$ cat src/rtl/pipeline_pkg.sv
// pipeline_pkg: opcodes, control encodings and the stage-register control
// bundle shared by the pipeline decoder and the pipeline controller.
package pipeline_pkg;

    localparam logic [6:0] OP_R      = 7'b0110011;
    localparam logic [6:0] OP_I      = 7'b0010011;
    localparam logic [6:0] OP_LOAD   = 7'b0000011;
    localparam logic [6:0] OP_STORE  = 7'b0100011;
    localparam logic [6:0] OP_BRANCH = 7'b1100011;
    localparam logic [6:0] OP_LUI    = 7'b0110111;
    localparam logic [6:0] OP_JAL    = 7'b1101111;
    localparam logic [6:0] OP_JALR   = 7'b1100111;

    localparam logic [2:0] ALU_ADD     = 3'b000;
    localparam logic [2:0] ALU_SUB     = 3'b001;
    localparam logic [2:0] ALU_FUNCT   = 3'b010;
    localparam logic [2:0] ALU_PASSIMM = 3'b011;
    localparam logic [2:0] ALU_MUL     = 3'b100;

    localparam logic [2:0] IMM_I = 3'b000;
    localparam logic [2:0] IMM_S = 3'b001;
    localparam logic [2:0] IMM_B = 3'b010;
    localparam logic [2:0] IMM_U = 3'b011;
    localparam logic [2:0] IMM_J = 3'b100;

    localparam logic [1:0] RES_ALU = 2'b00;
    localparam logic [1:0] RES_MEM = 2'b01;
    localparam logic [1:0] RES_PC4 = 2'b10;

    localparam logic [1:0] PC_PLUS4   = 2'b00;
    localparam logic [1:0] PC_IMM     = 2'b01;
    localparam logic [1:0] PC_RS1IMM  = 2'b10;

    localparam logic [1:0] ALUSRC_RS2 = 2'b00;
    localparam logic [1:0] ALUSRC_IMM = 2'b01;

    localparam logic [1:0] FWD_RF = 2'b00;
    localparam logic [1:0] FWD_W  = 2'b01;
    localparam logic [1:0] FWD_M  = 2'b10;

    localparam logic [2:0] F3_BEQ = 3'b000;
    localparam logic [2:0] F3_BNE = 3'b001;
    localparam logic [2:0] F3_BLT = 3'b100;
    localparam logic [2:0] F3_BGE = 3'b101;

    typedef struct packed {
        logic       regWrite;
        logic       memWrite;
        logic [1:0] resultSrc;
        logic       branch;
        logic       jump;
        logic       jalr;
        logic [1:0] ALUSrc;
        logic [2:0] ALUOp;
    } ctrl_t;

    localparam ctrl_t CTRL_BUBBLE = '0;

    // Branch condition from the ALU flags; unsupported funct3 is never taken.
    function automatic logic branch_taken(input logic [2:0] funct3,
                                          input logic       zero,
                                          input logic       neg);
        logic taken;
        case (funct3)
            F3_BEQ:  taken = zero;
            F3_BNE:  taken = !zero;
            F3_BLT:  taken = neg;
            F3_BGE:  taken = !neg;
            default: taken = 1'b0;
        endcase
        return taken;
    endfunction

endpackage

$ cat src/rtl/pipeline_decoder.sv
// pipeline_decoder: combinational opcode-to-control-bundle decode for the
// instruction in D. With RV_MUL_EN defined, R-type with funct7b0 set decodes
// as a multiply; otherwise funct7b0 is ignored.
module pipeline_decoder
    import pipeline_pkg::*;
(
    input  logic [6:0] op_i,
    input  logic       funct7b0_i,
    output ctrl_t      ctrl_o,
    output logic [2:0] immSrc_o
);

    logic isMul;

`ifdef RV_MUL_EN
    assign isMul = funct7b0_i;
`else
    assign isMul = 1'b0;
    logic unused_funct7b0;
    assign unused_funct7b0 = funct7b0_i;
`endif

    // Map the opcode to its control bundle; unknown opcodes decode to a bubble.
    always_comb begin
        ctrl_o   = CTRL_BUBBLE;
        immSrc_o = IMM_I;
        case (op_i)
            OP_R: begin
                ctrl_o.regWrite = 1'b1;
                ctrl_o.ALUOp    = isMul ? ALU_MUL : ALU_FUNCT;
            end
            OP_I: begin
                ctrl_o.regWrite = 1'b1;
                ctrl_o.ALUSrc   = ALUSRC_IMM;
                ctrl_o.ALUOp    = ALU_FUNCT;
            end
            OP_LOAD: begin
                ctrl_o.regWrite  = 1'b1;
                ctrl_o.ALUSrc    = ALUSRC_IMM;
                ctrl_o.ALUOp     = ALU_ADD;
                ctrl_o.resultSrc = RES_MEM;
            end
            OP_STORE: begin
                ctrl_o.memWrite = 1'b1;
                ctrl_o.ALUSrc   = ALUSRC_IMM;
                immSrc_o        = IMM_S;
            end
            OP_BRANCH: begin
                ctrl_o.branch = 1'b1;
                ctrl_o.ALUOp  = ALU_SUB;
                immSrc_o      = IMM_B;
            end
            OP_LUI: begin
                ctrl_o.regWrite = 1'b1;
                ctrl_o.ALUSrc   = ALUSRC_IMM;
                ctrl_o.ALUOp    = ALU_PASSIMM;
                immSrc_o        = IMM_U;
            end
            OP_JAL: begin
                ctrl_o.jump      = 1'b1;
                ctrl_o.regWrite  = 1'b1;
                ctrl_o.resultSrc = RES_PC4;
                immSrc_o         = IMM_J;
            end
            OP_JALR: begin
                ctrl_o.jalr      = 1'b1;
                ctrl_o.regWrite  = 1'b1;
                ctrl_o.ALUSrc    = ALUSRC_IMM;
                ctrl_o.resultSrc = RES_PC4;
            end
            default: ;
        endcase
    end

endmodule

$ cat src/rtl/pipeline_controller.sv
// pipeline_controller: control and hazard unit for the five-stage pipeline.
// Carries decoded control through the D/E, E/M and M/W stage registers,
// resolves branches in E and generates stall, flush and forwarding selects.
// Optional RV_MUL_EN: multi-cycle multiply in E with a busy down-counter.
module pipeline_controller
    import pipeline_pkg::*;
#(
    parameter int REG_AW  = 5,
    parameter int MUL_LAT = 3
) (
    input  logic              clk,
    input  logic              rst,
    input  logic [31:0]       instrD,
    input  logic              zeroE,
    input  logic              negE,
    output logic [2:0]        immSrcD,
    output logic [1:0]        ALUSrcE,
    output logic [2:0]        ALUOpE,
    output logic [2:0]        funct3E,
    output logic              funct7b5E,
    output logic [1:0]        pcSrcE,
    output logic [1:0]        forwardAE,
    output logic [1:0]        forwardBE,
    output logic              memWriteM,
    output logic              regWriteW,
    output logic [1:0]        resultSrcW,
    output logic [REG_AW-1:0] rdW,
    output logic              stallF,
    output logic              stallD,
    output logic              stallE,
    output logic              flushD,
    output logic              flushE
);

    ctrl_t             ctrlD;
    logic [REG_AW-1:0] rdD, rs1D, rs2D;

    assign rdD  = REG_AW'(instrD[11:7]);
    assign rs1D = REG_AW'(instrD[19:15]);
    assign rs2D = REG_AW'(instrD[24:20]);

    logic unused_instr;
    assign unused_instr = ^{instrD[31], instrD[29:26]};

    pipeline_decoder u_decoder (
        .op_i       (instrD[6:0]),
        .funct7b0_i (instrD[25]),
        .ctrl_o     (ctrlD),
        .immSrc_o   (immSrcD)
    );

    ctrl_t             ctrlE_q, ctrlE_d;
    logic [REG_AW-1:0] rdE_q, rdE_d, rs1E_q, rs1E_d, rs2E_q, rs2E_d;
    logic [2:0]        funct3E_q, funct3E_d;
    logic              funct7b5E_q, funct7b5E_d;

    logic              regWriteM_q, regWriteM_d, memWriteM_q, memWriteM_d;
    logic [1:0]        resultSrcM_q, resultSrcM_d;
    logic [REG_AW-1:0] rdM_q, rdM_d;

    logic              regWriteW_q, regWriteW_d;
    logic [1:0]        resultSrcW_q, resultSrcW_d;
    logic [REG_AW-1:0] rdW_q, rdW_d;

    logic takenE, redirectE, mulBusy, loadUse;

`ifdef RV_MUL_EN
    localparam int CNT_W = (MUL_LAT > 1) ? $clog2(MUL_LAT) : 1;
    logic [CNT_W-1:0] mulCnt_q, mulCnt_d;

    // Remaining busy cycles of the multiply held in E; loads as it enters E.
    always_comb begin
        mulCnt_d = mulCnt_q;
        if (!flushE && !stallE && ctrlD.ALUOp == ALU_MUL) begin
            mulCnt_d = CNT_W'(MUL_LAT - 1);
        end else if (mulCnt_q != '0) begin
            mulCnt_d = mulCnt_q - CNT_W'(1);
        end
    end

    // Multiply busy counter register.
    always_ff @(posedge clk) begin
        if (!rst) begin
            mulCnt_q <= '0;
        end else begin
            mulCnt_q <= mulCnt_d;
        end
    end

    assign mulBusy = (mulCnt_q != '0);
`else
    assign mulBusy = 1'b0;
    logic unused_mul_lat;
    assign unused_mul_lat = (MUL_LAT > 0);
`endif

    // Resolve the PC source from the control held in E.
    always_comb begin
        takenE = ctrlE_q.branch && branch_taken(funct3E_q, zeroE, negE);
        pcSrcE = PC_PLUS4;
        if (ctrlE_q.jalr) begin
            pcSrcE = PC_RS1IMM;
        end else if (ctrlE_q.jump || takenE) begin
            pcSrcE = PC_IMM;
        end
    end

    assign redirectE = (pcSrcE != PC_PLUS4);

    // Operand forwarding; the younger M result wins over W, x0 never forwards.
    always_comb begin
        forwardAE = FWD_RF;
        if (regWriteM_q && rdM_q != '0 && rdM_q == rs1E_q) begin
            forwardAE = FWD_M;
        end else if (regWriteW_q && rdW_q != '0 && rdW_q == rs1E_q) begin
            forwardAE = FWD_W;
        end
        forwardBE = FWD_RF;
        if (regWriteM_q && rdM_q != '0 && rdM_q == rs2E_q) begin
            forwardBE = FWD_M;
        end else if (regWriteW_q && rdW_q != '0 && rdW_q == rs2E_q) begin
            forwardBE = FWD_W;
        end
    end

    // A busy multiply already freezes D, so load-use is only judged once it clears.
    assign loadUse = !mulBusy && ctrlE_q.resultSrc == RES_MEM && rdE_q != '0 &&
                     (rdE_q == rs1D || rdE_q == rs2D);

    assign stallF = (loadUse && !redirectE) || mulBusy;
    assign stallD = stallF;
    assign stallE = mulBusy;
    assign flushD = redirectE;
    assign flushE = redirectE || loadUse;

    // Next stage contents: flush beats stall beats load.
    always_comb begin
        ctrlE_d     = ctrlE_q;
        rdE_d       = rdE_q;
        rs1E_d      = rs1E_q;
        rs2E_d      = rs2E_q;
        funct3E_d   = funct3E_q;
        funct7b5E_d = funct7b5E_q;
        if (flushE) begin
            ctrlE_d     = CTRL_BUBBLE;
            rdE_d       = '0;
            rs1E_d      = '0;
            rs2E_d      = '0;
            funct3E_d   = '0;
            funct7b5E_d = 1'b0;
        end else if (!stallE) begin
            ctrlE_d     = ctrlD;
            rdE_d       = rdD;
            rs1E_d      = rs1D;
            rs2E_d      = rs2D;
            funct3E_d   = instrD[14:12];
            funct7b5E_d = instrD[30];
        end

        regWriteM_d  = 1'b0;
        memWriteM_d  = 1'b0;
        resultSrcM_d = RES_ALU;
        rdM_d        = '0;
        if (!mulBusy) begin
            regWriteM_d  = ctrlE_q.regWrite;
            memWriteM_d  = ctrlE_q.memWrite;
            resultSrcM_d = ctrlE_q.resultSrc;
            rdM_d        = rdE_q;
        end

        regWriteW_d  = regWriteM_q;
        resultSrcW_d = resultSrcM_q;
        rdW_d        = rdM_q;
    end

    // Stage registers with synchronous active-low reset.
    always_ff @(posedge clk) begin
        if (!rst) begin
            ctrlE_q      <= CTRL_BUBBLE;
            rdE_q        <= '0;
            rs1E_q       <= '0;
            rs2E_q       <= '0;
            funct3E_q    <= '0;
            funct7b5E_q  <= 1'b0;
            regWriteM_q  <= 1'b0;
            memWriteM_q  <= 1'b0;
            resultSrcM_q <= '0;
            rdM_q        <= '0;
            regWriteW_q  <= 1'b0;
            resultSrcW_q <= '0;
            rdW_q        <= '0;
        end else begin
            ctrlE_q      <= ctrlE_d;
            rdE_q        <= rdE_d;
            rs1E_q       <= rs1E_d;
            rs2E_q       <= rs2E_d;
            funct3E_q    <= funct3E_d;
            funct7b5E_q  <= funct7b5E_d;
            regWriteM_q  <= regWriteM_d;
            memWriteM_q  <= memWriteM_d;
            resultSrcM_q <= resultSrcM_d;
            rdM_q        <= rdM_d;
            regWriteW_q  <= regWriteW_d;
            resultSrcW_q <= resultSrcW_d;
            rdW_q        <= rdW_d;
        end
    end

    assign ALUSrcE    = ctrlE_q.ALUSrc;
    assign ALUOpE     = ctrlE_q.ALUOp;
    assign funct3E    = funct3E_q;
    assign funct7b5E  = funct7b5E_q;
    assign memWriteM  = memWriteM_q;
    assign regWriteW  = regWriteW_q;
    assign resultSrcW = resultSrcW_q;
    assign rdW        = rdW_q;

endmodule

$ cat config.mk
export PLATFORM = sky130hd
export DESIGN_NAME = pipeline_controller
export DESIGN_NICKNAME = d
export VERILOG_FILES = /design/src/rtl/pipeline_pkg.sv /design/src/rtl/pipeline_decoder.sv /design/src/rtl/pipeline_controller.sv
export SDC_FILE = /design/constraint.sdc
export NUM_CORES = 1
export LEC_CHECK = 0
export CAP_MARGIN = 30
export CORE_MARGIN = 2
export CORE_UTILIZATION = 30
export CTS_BUF_LIST = sky130_fd_sc_hd__clkbuf_16
export CTS_CLUSTER_DIAMETER = 50
export DETAILED_ROUTE_END_ITERATION = 10
export SETUP_SLACK_MARGIN = 0.05
export SKIP_CTS_REPAIR_TIMING = 1
export SKIP_LAST_GASP = 1
export SLEW_MARGIN = 10
export SYNTH_ARGS = -nofsm -noshare
export SYNTH_HDL_FRONTEND = slang
export SYNTH_SLANG_ARGS = --single-unit
$ cat constraint.sdc
create_clock -name clk -period 1.5 [get_ports clk]
set_input_delay 0.15 -clock clk [delete_from_list [all_inputs] [get_ports clk]]
set_output_delay 0.15 -clock clk [all_outputs]
set_load 0.01 [all_outputs]
==> results of run 1 <==
## cell usage in the layout, fill, tap and decap left out, types with 2 or more instances in the layout
master	n
sky130_fd_sc_hd__a2111oi_4	6
sky130_fd_sc_hd__a211oi_1	7
sky130_fd_sc_hd__a211oi_2	15
sky130_fd_sc_hd__a21o_1	2
sky130_fd_sc_hd__and2_1	17
sky130_fd_sc_hd__buf_12	3
sky130_fd_sc_hd__buf_2	4
sky130_fd_sc_hd__buf_4	40
sky130_fd_sc_hd__buf_6	10
sky130_fd_sc_hd__clkbuf_16	8
sky130_fd_sc_hd__clkbuf_2	2
sky130_fd_sc_hd__clkdlybuf4s50_1	36
sky130_fd_sc_hd__conb_1	3
sky130_fd_sc_hd__dfxtp_1	39
sky130_fd_sc_hd__dfxtp_2	6
sky130_fd_sc_hd__dlymetal6s2s_1	13
sky130_fd_sc_hd__inv_1	5
sky130_fd_sc_hd__nand2_1	28
sky130_fd_sc_hd__nand3_1	6
sky130_fd_sc_hd__nand4_1	2
sky130_fd_sc_hd__nor2_1	4
sky130_fd_sc_hd__nor4_4	4
sky130_fd_sc_hd__o21ai_0	2
sky130_fd_sc_hd__or4_4	4
sky130_fd_sc_hd__xnor2_1	16
sky130_fd_sc_hd__xor2_1	17
## power by group through the flow
stage               logic [mW]  registers [mW]  clock network (mW)
finish                   0.461            1.30                1.04
global placement         0.396            1.32                   0
detailed placement       0.402            1.32                   0
global route             0.498            1.30                1.11
CTS                      0.403            1.29                1.05
floorplan                0.187            1.32                   0
## area by class of cell
class                   instances  area (um^2)  share of cell area (%)
multi-input cells             154         1355                   36.82
clock inverters                 3        12.51                  0.3400
inverters                       5        18.77                  0.5100
flip-flops and latches         46        932.1                   25.33
repair buffers                112         1116                   30.33
clock buffers                   5        125.1                   3.400
well taps                      96        120.1                   3.264
## worst min-delay path by stage
| stage | start | end | slack, ps | cells after the start |
|---|---|---|---|---|
| final | instrD[5] | resultSrcM_d[0] | 350 | 5 |
| after global routing | instrD[5] | resultSrcM_d[0] | 380 | 5 |
| after CTS | instrD[10] | rdE_q[3] | 420 | 3 |
| after detailed placement | resultSrcM_q[1] | resultSrcW[1] | 420 | 1 |
| after global placement | resultSrcM_q[1] | resultSrcW[1] | 420 | 1 |
| after floorplan | instrD[15] | rs1E_q[0] | 280 | 2 |
## state kept, by name, summed over array words and instances (netlist names)
| register | flops |
|---|---|
| rdM_q | 5 |
| resultSrcM_q | 2 |
| funct3E | 3 |
| regWriteM_d | 1 |
| regWriteM_q | 1 |
| ALUOpE | 2 |
| memWriteM | 1 |
| resultSrcW | 2 |
| memWriteM_d | 1 |
| rs2E_q | 5 |
| ctrlE_q | 3 |
| resultSrcM_d | 2 |
| rdE_q | 5 |
| ALUSrcE | 1 |
| rs1E_q | 5 |
| rdW | 5 |
| funct7b5E | 1 |
| regWriteW | 1 |
## kinds of logic after synthesis
| family | count (synthesis) | share of synthesized area (%) |
|---|---|---|
| flip-flops | 46 | 43.47 |
| other | 1 | 0.1770 |
| XOR/XNOR | 33 | 13.64 |
| multiplexers | 1 | 0.4726 |
| buffers and inverters | 31 | 7.560 |
| AO/OA/AOI/OAI | 40 | 15.65 |
| AND/OR/NAND/NOR | 77 | 19.02 |
## per-stage QoR
| stage | cells | TNS [ps] | hold WS (ps) | worst slack, ps |
|---|---|---|---|---|
| floorplan | 231 | -419.3 | 276.3 | -149.0 |
| global placement | 404 | -12960 | 418.2 | -580.0 |
| detailed placement | 404 | -13310 | 420.0 | -589.3 |
| CTS | 412 | -12130 | 415.3 | -882.6 |
| global route | 421 | -7719 | 380.5 | -533.3 |
| finish | 421 | -4907 | 351.6 | -447.0 |
## layer usage
layer / track usage (%) / routed length (um) / vias to the layer above
li1: - / - / 969
met1: 18.09 / 2545 / 862
met2: 22.31 / 2661 / 57
met3: 3.582 / 329 / 10
met4: 6.198 / 126 / 0
met5: 0 / 0 / -
## tightest hold or removal path: stages
cell and delay (ps):
sky130_fd_sc_hd__dlymetal6s2s_1 100, sky130_fd_sc_hd__buf_4 150, sky130_fd_sc_hd__nor2_1 50, sky130_fd_sc_hd__nand4_1 90, sky130_fd_sc_hd__a211oi_2 50
==> results.txt, run 1 <==
* Area grow syn2layout: 73.72%
- RD Place Congestion: ~0.87
- Max-cap violations in this run came to 0.
* Post-layout total power: 2.791 mW
- Clock network fraction of total power: about 37%
- Sort of element at the end of the critical path: output pin
* Worst r2r src: rdE_q[3]
- The die is 88.03 um wide.
- The synthesized design spends more area on one cell type than any other, namely sky130_fd_sc_hd__dfxtp_1.
- The flow ran to the end, but the final reports show violations.
* Clock latency of the later-clocked register in the worst-skew pair: between 200 and 300 ps
* Post-synthesis cell type count: 37
* WP data arrival: 1800 ps
- I/O pin count: between 60 and 70
* Global-route total usage across every layer: between 10% and 20%
- In this run the cell area of the synthesized design comes to between 0.002 and 0.0025 mm^2.
- The cell count after synthesis came out at roughly 230.
- The critical path ends at forwardAE[0].
- For this run, the detailed router's first-pass iteration total came to 4.
- Final WL: 5.662 mm
- Tmin final: between 1500 and 2000 ps
- Count of unresolved DRC violations after routing: 0
- Post-synth top cells: sky130_fd_sc_hd__dfxtp_1, sky130_fd_sc_hd__nand2_1, sky130_fd_sc_hd__a211oi_1
- The analysis attributes to cell leakage a power of roughly 1.6 nW.
- Fin util: 53.86%
- At the end of the flow, the number of nets in the layout was 360.
- Critical Path Start: rdM_q[1]
- Die height: 88.03 um
* Internal Dissipation: between 2 and 2.5 mW
- Of all flip-flops after synthesis, the portion carrying an async set or reset was 0%.
- Area of all placed cells without fillers: roughly 0.0037 mm^2
- Entering global routing, the biggest net connects 34 pins.
- Vias per std cell: 4.508
- The worst setup path is launched from a flop.
- Failing checks: negative setup slack
- Category of cells accounting for the largest share of critical-path delay: simple AND/OR/NAND/NOR gates
- Final setup fails: 37
- The synthesized design contains 0 enable-type register cells.
- Peak clock frequency supported by timing: 513.6 MHz
* Slack of the worst reg-to-reg path: -200 ps
* Fraction of power consumed by combinational cells: 16.5%
* Final Hold Vio Count: 0
* Number of slew-limit violations in the final report: 0
- Of all nets on the critical path, the largest fanout is 3.
- Routed wire length per instance: 13.45 um
- Once routing completed, OpenROAD measured the worst setup slack at -447.0 ps.
* Post-synthesis average cell area: 9.250 um^2
- Fraction of synthesized cell area taken by the top area cell type: 43.47%
- The number of antenna violations at the first check in global routing came to 0.
* Primary FF master, synth: sky130_fd_sc_hd__dfxtp_1
- For the worst flop-to-flop path, the logic depth is 5.
* Input/output buffers: 58
* Sequential power share: 46.4%
- In this run the worst hold path is classified as in2reg.
- For this run, the number of Yosys warnings is 0.
- Final HPWL DP: slightly below 4 mm
* Critical-path cell list: or4_4, o21ai_4, buf_4, nor4_4, nor4_4, buf_2
- CTS Buffer Depth: 2
* Initial standard-cell utilization of the core: between 30% and 40%
- The final critical path takes up 129.8% of the cycle.
- Antenna viol nets, final: 0
- For this run the aggregate overflow at the end of global routing stands at 0.
* Fraction of final layout cells with drive strength greater than 1: between 30 and 40%
- The first global-routing pass estimated 8.300 mm of wire.
- Placement Rows: 30
* Reg2reg end: ALUSrcE[0]
* Total via count after detailed routing: between 1500 and 2000
* Library cell used as clock root buffer: sky130_fd_sc_hd__clkbuf_16
- CTS H-Tree Depth: 2
- The placed instances occupy a cell area of 0.003095 mm^2.
- Counting the fill cells in the layout gives 620.
- Counting the buffers created by CTS gives 5.
* Seq/Total Area, Yosys: 43.47%
* Starting DRT DRC Count: 54
- Clock-pin transition on the worst setup and hold timing paths: around 60 ps
- Setup CP Type: reg2out
* Switch share: 24.20%
* Area inside the core boundary: 0.006832 mm^2
- On the critical path, the stage with the largest delay is an instance of sky130_fd_sc_hd__or4_4.
- Most used standard cell by instance count after synthesis: sky130_fd_sc_hd__dfxtp_1
- RSZ-0062 raised after global routing: true
* Number of clock sinks: 46
* Die ar.: 0.007749 mm^2
- Most numerous cell on the critical path: sky130_fd_sc_hd__nor4_4
- The via count of the first global-routing pass is 1739.
- The largest single stage delay on the critical path is 550 ps.
- 0 antenna diodes ended up in the layout.
- Required time of the critical path: 1350 ps
- The critical path runs through a total of 6 cells.
* Flip-flop and latch count after synthesis: 46
* CTS tree: yes
- Worst IR drop on VDD: 488.5 uV
- The analysis attributes to net switching a power of 0.6756 mW.
- The clock arrives with 4.172 ps of skew.
- Power Density: 758.5 mW/mm^2
- Buffering stage count on the worst path with inverters included: 2
- Main area contributors after synthesis: sky130_fd_sc_hd__dfxtp_1, sky130_fd_sc_hd__a211oi_1, sky130_fd_sc_hd__xor2_1
(Power assumes the default switching activity.)
==> inputs of run 2 (changes only) <==
--- a/config.mk
+++ b/config.mk
@@ -5,8 +5,7 @@
 export SDC_FILE = /design/constraint.sdc
 export NUM_CORES = 1
 export LEC_CHECK = 0
-export CAP_MARGIN = 30
-export CORE_MARGIN = 2
+export CAP_MARGIN = 20
 export CORE_UTILIZATION = 30
 export CTS_BUF_LIST = sky130_fd_sc_hd__clkbuf_16
 export CTS_CLUSTER_DIAMETER = 50
==> constraint.sdc (replaced) <==
create_clock -name clk -period 1.5 [get_ports clk]
set_input_delay 0.15 -clock clk [delete_from_list [all_inputs] [get_ports clk]]
set_output_delay 0.15 -clock clk [all_outputs]
set_load 0.02 [all_outputs]
==> results.txt, run 2 (synthesis gave the netlist of run 1 again) <==
- Initial standard-cell utilization of the core: 31.18% (+0.17 points)
- The sequential cell area is 940.9 um^2 (+0.94%).
- The final cell area excluding filler cells was 0.003785 mm^2 (+2.9%).
- The endpoint required time on the critical path is 1350 ps (about the same).
- Input/output buffers: 58 (unchanged)
- The portion of the clock cycle consumed by the worst path in the final layout was 127.8% (-2.0 points).
- Count of nets after finishing: 361 (+0.28%)
- The antenna violation net count after detailed routing came to 0 (unchanged).
- Reg2reg end: funct3E[2]
* Starting DRT DRC Count: 46 (-15%)
* Clock skew: 5.263 ps (+1.091 ps)
- Clock-pin transition on the worst setup and hold timing paths: 60 ps (about the same)
* RSZ-0062 raised after global routing: true
- The final-report setup violation count is 37 (unchanged).
- The number of clock sinks seen by CTS is 46 (unchanged).
- The global-route wire length before repair came to 8.224 mm (-0.92%).
- I/O pin count: 68 (unchanged)
- From synthesis to final layout, the design area changed by 78.68%.
* Power Density: 752.2 mW/mm^2 (-0.83%)
* Peak clock frequency supported by timing: 521.7 MHz (+1.6%)
* GRT Residual Overflow: 0 (unchanged)
- The leakage power summed over all cells came to 1.661 nW (+3.0%).
* Post-DP Area: 0.003142 mm^2 (+1.5%)
- Hold EP: resultSrcM_d[0]
- Count of cells along the worst hold path: 5 (unchanged)
- Worst IR drop on VDD: 553.9 uV (+13%)
- Failing checks: negative setup slack
* Slack of the worst reg-to-reg path: -230 ps (-30 ps)
- The H-tree depth was 2 (unchanged).
- The core area is 0.006794 mm^2 (-0.55%).
- The number of pins exceeding their max-slew limit in the final report came to 0 (unchanged).
- The setup TNS after final layout is -6132 ps (-1225 ps).
- The placement-stage worst setup slack came to -697.9 ps (-108.6 ps).
- The critical path is of the reg2out type.
* CTS tree: yes
* WP data arrival: 1770 ps (-30 ps)
- The post-route core utilization was 55.71% (+1.8 points).
- Placement Rows: 30 (unchanged)
- The via count of the routed design was 1929 (+1.6%).
- Inserted Diodes: 0 (unchanged)
- The maximum number of pins on one net before global-route repair came to 29 (-15%).
- Final worst-path setup slack: -416.8 ps (+30.18 ps)
- The total half-perimeter wirelength after legalization and detailed placement was 3.915 mm (+0.53%).
* Sort of element at the end of the critical path: output pin
- Kind of path behind the tightest hold check: in2reg
- Final Hold Vio Count: 0 (unchanged)
- The number of max-capacitance violations reported was 0 (unchanged).
- Clock latency of the later-clocked register in the worst-skew pair: 280 ps (about the same)
* Critical Path Start: rdW[4]
- In the layout the commonest cells are sky130_fd_sc_hd__buf_4, sky130_fd_sc_hd__dfxtp_1, sky130_fd_sc_hd__clkdlybuf4s50_1.
- Total area of multi-input combinational cells: 0.001449 mm^2 (+6.9%)
- The average wire length per cell after detail routing came to 13.53 um (+0.61%).
- The final critical path time including I/O delays and setup came to 1917 ps (-30.18 ps).
* Number of antenna violations at the first check in global routing: 0 (unchanged)
* Die height: 86.03 um (-2.3%)
- Die boundary width: 86.03 um (-2.3%)
- RD Place Congestion: 0.7965 (-8.9%)
- The via-per-instance ratio came to 4.571 (+1.4%).
- The fraction of final layout cells with drive strength greater than 1 was 42.33% (+6.3 points).
- Commonest non-fill, non-tap cell in the layout: sky130_fd_sc_hd__buf_4
* Number of cells traversed by the worst register-to-register path: 6 (+1)
- Crit start category: flop
- The first-pass detailed-route iteration total came to 4 (unchanged).
- The biggest fanout along the worst timing path was 4 (+1).
* Via count of the first global-routing pass: 1860 (+7.0%)
* CTS Buffer Depth: 2 (unchanged)
- Global-route total usage across every layer: 14.21% (+0.15 points)
* Worst r2r src: rdE_q[3]
* Library cell used as clock root buffer: sky130_fd_sc_hd__clkbuf_16
* Final WL: 5.710 mm (+0.85%)
- The worst hold path begins at instrD[5].
* Count of unresolved DRC violations after routing: 0 (unchanged)
- Die ar.: 0.007401 mm^2 (-4.5%)
* Number of CTS-inserted buffers: 5 (unchanged)
* Fill cell instance count of the final layout: 580 (-6.5%)
- The flow ran to the end, but the final reports show violations.
## run 2: critical path, stage by stage (launching register included)
cell and delay, ps:
sky130_fd_sc_hd__dfxtp_4 360, sky130_fd_sc_hd__xor2_1 160, sky130_fd_sc_hd__or4_4 530, sky130_fd_sc_hd__nor4_4 270, sky130_fd_sc_hd__buf_4 170
## run 2: through the flow
stage | total power [mW] | instances | hold slack [ps]
detailed placement | 1.743 | 407 | 416.9
global route | 2.974 | 422 | 388.8
global placement | 1.739 | 407 | 422.3
CTS | 2.773 | 415 | 404.2
floorplan | 1.522 | 231 | 276.3
finish | 2.847 | 422 | 368.0
## run 2: power breakdown
part | internal, mW | total (mW) | leakage, nW | switching [mW]
logic | 0.273 | 0.518 | 1.20 | 0.244
clock network | 0.605 | 1.04 | 0.0748 | 0.431
registers | 1.26 | 1.29 | 0.381 | 0.0354
total | 2.14 | 2.85 | 1.66 | 0.711
## run 2: how the worst max path moves through the flow
stage                    to  slack, ps  cells after the start
6_report       forwardAE[0]       -420                      4
5_1_grt        forwardBE[0]       -470                      5
4_1_cts        forwardAE[0]       -960                      4
3_5_place_dp         stallF       -700                      6
3_3_place_gp         stallF       -660                      6
2_1_floorplan        stallF       -190                      6
## run 2: layout make-up
cell class	count	area share (%)
repair buffers	113	29.52
clock buffers	5	3.306
clock inverters	3	0.3636
inverters	5	0.4959
flip-flops and latches	46	24.86
well taps	96	3.174
multi-input cells	154	38.28
## run 2: layer usage
layer	global-route usage [%]	wire, um	share of wire, %	up-vias
li1	-	-	-	962
met1	17.27	2447	43	914
met2	23.74	2920	51	46
met3	3.176	252	4.4	7
met4	6.818	90	1.6	0
met5	0	0	0	-
